File: src/rtl/issue_stage_pkg.sv
// Shared control types for the frontend queue and issue stage, including the
// packed_imm layout that the decoder and imm_expand must agree on.
package issue_stage_pkg;

    localparam int REG_W      = 5;
    localparam int PIMM_W     = 20;
    localparam int PIMM_S12_W = 12;
    localparam int PIMM_S20_W = 20;

    typedef enum logic [2:0] {
        IMM_R = 3'd0,
        IMM_I = 3'd1,
        IMM_S = 3'd2,
        IMM_B = 3'd3,
        IMM_U = 3'd4,
        IMM_J = 3'd5
    } imm_type_t;

    typedef enum logic [5:0] {
        UOP_NOP = 6'd0,
        UOP_ADD = 6'd1,
        UOP_LD  = 6'd2,
        UOP_ST  = 6'd3,
        UOP_BR  = 6'd4,
        UOP_JAL = 6'd5,
        UOP_LUI = 6'd6
    } uopc_t;

    typedef enum logic [2:0] {
        EXU_ALU = 3'd0,
        EXU_LSU = 3'd1,
        EXU_BRU = 3'd2,
        EXU_MUL = 3'd3
    } exut_t;

    typedef struct packed {
        uopc_t              uopc;
        exut_t              exut;
        imm_type_t          imm_type;
        logic               has_rs1;
        logic               has_rs2;
        logic               has_rd;
        logic [REG_W-1:0]   rs1;
        logic [REG_W-1:0]   rs2;
        logic [REG_W-1:0]   rd;
        logic [PIMM_W-1:0]  packed_imm;
    } queue_item_t;

    // I/S keep imm[11:0], B keeps imm[12:1], U keeps imm[31:12], J keeps imm[20:1];
    // imm_expand restores the dropped low zero bit and the sign.
    function automatic logic [PIMM_W-1:0] pack_imm(input imm_type_t t, input logic [31:0] imm);
        logic [PIMM_W-1:0] p;
        p = '0;
        case (t)
            IMM_I, IMM_S: p[PIMM_S12_W-1:0] = imm[11:0];
            IMM_B:        p[PIMM_S12_W-1:0] = imm[12:1];
            IMM_U:        p[PIMM_S20_W-1:0] = imm[31:12];
            IMM_J:        p[PIMM_S20_W-1:0] = imm[20:1];
            default:      p = '0;
        endcase
        return p;
    endfunction

endpackage

File: src/rtl/issue_stage_imm.sv
// Combinational expansion of a queue item's packed_imm into a full-width immediate.
module imm_expand
    import issue_stage_pkg::*;
#(
    parameter int XLEN = 32
) (
    input  logic [PIMM_W-1:0] i_packed_imm,
    input  imm_type_t         i_imm_type,
    output logic [XLEN-1:0]   o_imm
);

    logic [PIMM_W-1:0] w_p;

    assign w_p = i_packed_imm;

    always_comb begin
        o_imm = '0;
        case (i_imm_type)
            IMM_I, IMM_S: o_imm = {{(XLEN-12){w_p[11]}}, w_p[11:0]};
            IMM_B:        o_imm = {{(XLEN-13){w_p[11]}}, w_p[11:0], 1'b0};
            IMM_U:        o_imm = {{(XLEN-31){w_p[19]}}, w_p[18:0], 12'b0};
            IMM_J:        o_imm = {{(XLEN-21){w_p[19]}}, w_p[19:0], 1'b0};
            default:      o_imm = '0;
        endcase
    end

endmodule

File: src/rtl/issue_stage.sv
// Pops decoded items from the frontend queue, blocks on the busy-register
// scoreboard and holds one registered issue packet for execute.
module issue_stage
    import issue_stage_pkg::*;
#(
    parameter int NREG = 32,
    parameter int XLEN = 32
) (
    input  logic                clk,
    input  logic                rst_n,
    input  logic                i_q_valid,
    input  queue_item_t         i_q_item,
    input  logic [XLEN-1:0]     i_q_pc,
    output logic                o_q_ready,
    input  logic                i_flush,
    input  logic                i_wb_valid,
    input  logic [REG_W-1:0]    i_wb_rd,
    output logic                o_iss_valid,
    input  logic                i_iss_ready,
    output queue_item_t         o_iss_item,
    output logic [XLEN-1:0]     o_iss_imm,
    output logic [XLEN-1:0]     o_iss_pc,
    output logic [NREG-1:0]     o_busy_vec,
    output logic [31:0]         o_stall_cnt
);

    queue_item_t       r_item;
    logic              r_valid;
    logic [XLEN-1:0]   r_imm;
    logic [XLEN-1:0]   r_pc;
    logic [NREG-1:0]   r_busy;
    logic [31:0]       r_stall;

    logic              w_fire_out;
    logic              w_fire_in;
    logic              w_set_rd;
    logic              w_hazard;
    logic              w_ready;
    logic              w_stall;
    logic [NREG-1:0]   w_eff;
    logic [XLEN-1:0]   w_imm;

    imm_expand #(.XLEN(XLEN)) u_imm_expand (
        .i_packed_imm (i_q_item.packed_imm),
        .i_imm_type   (i_q_item.imm_type),
        .o_imm        (w_imm)
    );

    assign w_fire_out = r_valid && i_iss_ready;
    assign w_set_rd   = w_fire_out && r_item.has_rd && (r_item.rd != '0);

    // A destination leaving this cycle is already busy for the head; a writeback
    // to that same register is older and must not clear the new reservation.
    always_comb begin
        w_eff = r_busy;
        if (w_set_rd) begin
            w_eff[r_item.rd] = 1'b1;
        end
        if (i_wb_valid && !(w_set_rd && (i_wb_rd == r_item.rd))) begin
            w_eff[i_wb_rd] = 1'b0;
        end
        w_eff[0] = 1'b0;
    end

    assign w_hazard = (i_q_item.has_rs1 && w_eff[i_q_item.rs1])
                   || (i_q_item.has_rs2 && w_eff[i_q_item.rs2])
                   || (i_q_item.has_rd && (i_q_item.rd != '0) && w_eff[i_q_item.rd]);

    assign w_ready   = !i_flush && !w_hazard && (!r_valid || i_iss_ready);
    assign w_fire_in = i_q_valid && w_ready;
    assign w_stall   = i_q_valid && !w_ready && !i_flush;
    assign o_q_ready = rst_n && w_ready;

    always_ff @(posedge clk or negedge rst_n) begin
        if (!rst_n) begin
            r_valid <= 1'b0;
            r_item  <= '0;
            r_imm   <= '0;
            r_pc    <= '0;
            r_busy  <= '0;
            r_stall <= '0;
        end else begin
            if (i_flush) begin
                r_valid <= 1'b0;
            end else if (w_fire_in) begin
                r_valid <= 1'b1;
                r_item  <= i_q_item;
                r_pc    <= i_q_pc;
                r_imm   <= w_imm;
            end else if (w_fire_out) begin
                r_valid <= 1'b0;
            end
            r_busy <= w_eff;
            if (w_stall && (r_stall != 32'hFFFF_FFFF)) begin
                r_stall <= r_stall + 32'd1;
            end
        end
    end

    assign o_iss_valid = r_valid;
    assign o_iss_item  = r_item;
    assign o_iss_imm   = r_imm;
    assign o_iss_pc    = r_pc;
    assign o_busy_vec  = r_busy;
    assign o_stall_cnt = r_stall;

endmodule
File: config.mk
export PLATFORM = sky130hd
export DESIGN_NAME = issue_stage
export DESIGN_NICKNAME = d
export VERILOG_FILES = /design/src/rtl/issue_stage_pkg.sv /design/src/rtl/issue_stage_imm.sv /design/src/rtl/issue_stage.sv
export SDC_FILE = /design/constraint.sdc
export NUM_CORES = 1
export LEC_CHECK = 0
export BUFFER_PORTS_ARGS = -buffer_cell sky130_fd_sc_hd__buf_2
export CAP_MARGIN = 5
export CORE_MARGIN = 2
export CORE_UTILIZATION = 56
export CTS_BUF_LIST = sky130_fd_sc_hd__clkbuf_4 sky130_fd_sc_hd__clkbuf_8 sky130_fd_sc_hd__clkbuf_16
export DETAILED_ROUTE_END_ITERATION = 12
export PLACE_DENSITY = 0.84
export SYNTH_ARGS = -nofsm -noshare
export SYNTH_HDL_FRONTEND = slang
export SYNTH_SLANG_ARGS = --single-unit
File: constraint.sdc
create_clock -name clk -period 5.65 [get_ports clk]
set_clock_uncertainty 0.1 [all_clocks]
set_input_delay 0.2825 -clock clk [delete_from_list [all_inputs] [get_ports clk]]
set_output_delay 0.2825 -clock clk [all_outputs]
set_load 0.005 [all_outputs]
==> impl_metrics.py <==
metrics = {
    "grt": {
        "groute.layer.met3.usage_pct": 9.16,
        "wire_length_of_the_first_global_routing_pass_mm": 47.5,
        "met2_usage_pct": 55.4,
        "gr-max-usage-layer": "met2",
        "number_of_global_route_vias_before_repair": 8446,
        "grt-ovfl-total": 0,
        "largest_net_degree_at_the_start_of_global_routing": 65,
        "grt_use_met1_pct": 45.6,
        "antenna_violations_before_repair": 1,
        "gr-usage-all-layers_pct": 34.6,
    },
    "timing": {
        "setup_viol_count_final": 0,
        "timing_max_transition_violations_final": 0,
        "summed_negative_setup_slack_over_all_endpoints_ps": 0,
        "part_of_the_cycle_the_worst_path_needs_pct": 83.6,
        "headroom_to_the_max_slew_limit_pct": 9.04,
        "finalHoldViolCount": 0,
        "period_needed_ps": 4720,
        "hold_ws_ps": 27.7,
        "fmax_mhz": 212,
        "tightest_slew_ps": 1350,
        "rsz0062_at_grt": "no",
    },
    "route": {
        "postRouteWirelength_mm": 30.5,
        "avgViaCountPerCell": 6.20,
        "antenna_left": 0,
        "detail_route.drc_violations": 0,
        "drt_pass1_iterations": 8,
        "routed_vias": 8476,
        "final_routed_wire_length_divided_by_cell_count_um": 22.4,
        "detailedRoute.firstIterationViolations": 788,
    },
    "power_and_ir_drop": {
        "sequentialPowerShare_pct": 41.7,
        "peakVddDrop_mv": 0.221,
        "power.net_switching_uw": 1420,
        "cellPowerDensity_nw_per_um2": 368,
        "cellLeakagePower_uw": 0.00561,
        "clock_power_share_pct": 29.3,
        "p_total_uw": 4300,
        "comb_power_share_pct": 29.0,
        "internal_power_uw": 2880,
        "sw_frac_of_total_pct": 33.0,
    },
    "worst_setup_path": {
        "worstReg2RegStart": "o_iss_item[23]$_DFFE_PN0P_",
        "startpoint_type": "flop",
        "endpoint_kind": "output pin",
        "regToRegSetupSlack_ps": 970,
        "timing.critical_path.from": "o_iss_valid$_DFFE_PN0P_",
        "cp_data_arrival_time_ps": 4340,
        "timing_worst_setup_path_type": "flop to output pin",
        "endpoint": "o_q_ready",
        "library_cell_contributing_the_largest_single_delay_on_the_critical_path": "sky130_fd_sc_hd__nor3_1",
        "cp_cell_sequence": "nand3_1 > nor3_1 > a21oi_1 > a21oi_1 > a32oi_1 > and3_1 > o32ai_1 > nor4_4 > buf_4 > and3b_1 > buf_2",
        "crit_path_most_repeated_cell": "sky130_fd_sc_hd__a21oi_1",
        "critPathRequiredTime_ps": 5270,
        "reg2regPathDepth": 11,
        "critPathMaxFanout": 44,
        "critical_path.max_stage_delay_ps": 1100,
        "critical_path.reg2reg.endpoint": "o_iss_imm[15]$_DFFE_PN0P_",
    },
    "final_layout": {
        "total_area_of_multi_input_combinational_cells_um2": 4340,
        "post-route-cell-area_um2": 11700,
        "final_nets": 1228,
        "area.sequential_um2": 4450,
        "final-instance-count-excl-fill": 1366,
        "drive_above_1_share_pct": 37.5,
        "diodes": 0,
        "layout-area-overhead-vs-synth_pct": 26.0,
        "layout.filler_cells": 1180,
    },
    "logic_synthesis": {
        "postSynth.topFlopCell": "sky130_fd_sc_hd__dfrtp_1",
        "total_standard_cell_area_after_synthesis_um2": 9260,
        "count_of_flip_flops_with_a_built_in_enable_after_synthesis": 0,
        "synth_nets": 947,
        "synth_cell_types": 74,
        "synth_area_per_cell_um2": 10.9,
        "yosys_warnings": 0,
        "synthesis.instances": 853,
        "async_reset_ff_share_pct": 100,
        "synth-seq-area-share_pct": 48.1,
        "synth_seq_cells": 178,
    },
    "place": {
        "dp_hpwl_mm": 20.9,
        "dpl-instance-area_um2": 10600,
        "gp_congestion": 0.963,
        "portbufs": 271,
        "dpl.cell_count": 1292,
    },
    "clock_tree": {
        "cts.repair.resized": 0,
        "cts_made_buffers": 17,
        "clock_path_buffers": 2,
        "clock_slew_seen_by_the_registers_of_the_worst_setup_and_hold_paths_ps": 70,
        "ctsHtreeMaxLevel": 4,
        "insertion_delay_ps": 430,
        "cts_tree": "built",
        "cts.sink_count": 178,
        "clk_root_buffer_cell": "sky130_fd_sc_hd__clkbuf_16",
    },
    "die": {
        "core_area_um2": 16300,
        "die_height_um": 133,
        "io_pins": 273,
        "dieWidth_um": 133,
        "starting_density_of_the_core_pct": 56.6,
        "cell_rows": 47,
        "die_area_um2": 17600,
    },
    "outcome": {
        "run_status": "finished clean",
    },
    "hold_path": {
        "hold_start": "i_q_item[13]",
        "min-delay-path-class": "input port to flop",
    },
    "job": {
        "cap_viol_max_count": 0,
    },
}
## kinds of logic after synthesis
logic type / after synthesis / synth area share (%)
and+or+nand+nor: 219 / 12.9
AOI/OAI and AO/OA: 214 / 15.5
DFF: 178 / 48.1
muxes: 110 / 14.5
buffers and inverters: 91 / 5.12
xor gates and xnor gates: 39 / 3.69
adders and majority gates: 1 / 0.135
other: 1 / 0.0405
## worst min path at each step
stage                                        endpoint  cells after the start
after global placement    o_stall_cnt[12]$_DFFE_PN0P_                      1
final                      o_iss_item[13]$_DFFE_PN0P_                      2
after CTS                  o_iss_item[13]$_DFFE_PN0P_                      2
after floorplan              o_busy_vec[10]$_DFF_PN0_                      0
after global routing       o_iss_item[13]$_DFFE_PN0P_                      2
after detailed placement  o_stall_cnt[10]$_DFFE_PN0P_                      1
## metal layers
layer / part of all wire [%] / vias up
met5: 0.023 / -
met4: 3.2 / 2
met3: 10 / 98
met2: 48 / 581
met1: 38 / 4116
li1: - / 3679
## registers in the layout, summed over array words and instances (netlist names)
signal / cells
o_iss_pc: 32
o_iss_valid: 1
o_stall_cnt: 32
o_busy_vec: 31
o_iss_item: 50
o_iss_imm: 32
## stage by stage
step | utilization [%] | worst slack, ps
floorplan | - | 2020
global placement | 65.0 | 1190
global route | 71.4 | 698
finish | 71.4 | 926
CTS | 71.4 | 1000
detailed placement | 65.0 | 1080
## final cells by class
type	count	share of cell area (%)
inverter	30	0.965
multi-input combinational	584	37.2
clock inverter	13	1.52
tap	220	2.36
timing repair buffer	323	16.1
sequential	178	38.2
clock buffer	18	3.76
## cells in the final DEF (no fill, tap or decap), types with 5 or more instances in the layout
cell type | netlist | final
sky130_fd_sc_hd__buf_2 | 4 | 270
sky130_fd_sc_hd__dfrtp_1 | 178 | 178
sky130_fd_sc_hd__a21oi_1 | 81 | 81
sky130_fd_sc_hd__mux2_2 | 70 | 70
sky130_fd_sc_hd__dlygate4sd3_1 | 0 | 43
sky130_fd_sc_hd__nand2_1 | 39 | 39
sky130_fd_sc_hd__nor2_1 | 37 | 37
sky130_fd_sc_hd__xor2_1 | 31 | 31
sky130_fd_sc_hd__inv_1 | 30 | 30
sky130_fd_sc_hd__nor3_1 | 26 | 26
sky130_fd_sc_hd__nand3_1 | 25 | 25
sky130_fd_sc_hd__mux2_4 | 24 | 24
sky130_fd_sc_hd__a31oi_1 | 22 | 22
sky130_fd_sc_hd__o21ai_0 | 19 | 19
sky130_fd_sc_hd__clkbuf_16 | 0 | 17
sky130_fd_sc_hd__and3_1 | 15 | 15
sky130_fd_sc_hd__a211oi_1 | 15 | 15
sky130_fd_sc_hd__a22oi_1 | 14 | 14
sky130_fd_sc_hd__mux2i_1 | 13 | 13
sky130_fd_sc_hd__nand4_1 | 10 | 10
sky130_fd_sc_hd__nor4_1 | 10 | 10
sky130_fd_sc_hd__nor3b_1 | 10 | 9
sky130_fd_sc_hd__xnor2_1 | 8 | 8
sky130_fd_sc_hd__nor2b_1 | 8 | 8
sky130_fd_sc_hd__a211o_1 | 8 | 8
sky130_fd_sc_hd__a2111oi_0 | 8 | 8
sky130_fd_sc_hd__buf_4 | 13 | 8
sky130_fd_sc_hd__and3b_1 | 6 | 6
sky130_fd_sc_hd__nand2b_1 | 6 | 6
sky130_fd_sc_hd__and2_1 | 6 | 5
## Yosys cell counts, types with 14 or more instances
| cell type | number | share of area (%) |
|---|---|---|
| sky130_fd_sc_hd__clkbuf_1 | 34 | 1.4 |
| sky130_fd_sc_hd__a21oi_1 | 81 | 4.4 |
| sky130_fd_sc_hd__a31oi_1 | 22 | 1.5 |
| sky130_fd_sc_hd__nor3_1 | 26 | 1.4 |
| sky130_fd_sc_hd__nand2_1 | 39 | 1.6 |
| sky130_fd_sc_hd__dfrtp_1 | 178 | 48 |
| sky130_fd_sc_hd__and3_1 | 15 | 1.0 |
| sky130_fd_sc_hd__o21ai_0 | 19 | 1.0 |
| sky130_fd_sc_hd__mux2_4 | 24 | 3.9 |
| sky130_fd_sc_hd__inv_1 | 30 | 1.2 |
| sky130_fd_sc_hd__nor2_1 | 37 | 1.5 |
| sky130_fd_sc_hd__a211oi_1 | 15 | 1.2 |
| sky130_fd_sc_hd__a22oi_1 | 14 | 1.1 |
| sky130_fd_sc_hd__nand3_1 | 25 | 1.4 |
| sky130_fd_sc_hd__mux2_2 | 70 | 8.5 |
| sky130_fd_sc_hd__xor2_1 | 31 | 2.9 |
## power groups by stage
stage | clock network, µW | registers, µW | logic (µW)
2_1_floorplan | 0 | 1790 | 632
3_3_place_gp | 0 | 1790 | 1170
3_5_place_dp | 0 | 1800 | 1190
4_1_cts | 1260 | 1790 | 1230
5_1_grt | 1320 | 1830 | 1330
6_report | 1260 | 1790 | 1250
## worst max-delay path, delay by kind of cell (launching register included)
family / cells / cell delay [ps]
buffers and inverters: 2 / 410
flip-flops: 1 / 380
AND/OR/NAND/NOR: 5 / 1910
AO/OA/AOI/OAI: 4 / 1200
## what timing repair did
action / 4_1_cts / 5_1_grt
hold buffers: 43 / 0
endpoints found under the hold margin: 101 / 0
buffers inserted: 0 / 0
Note: power is estimated with default switching activity, not from simulation.
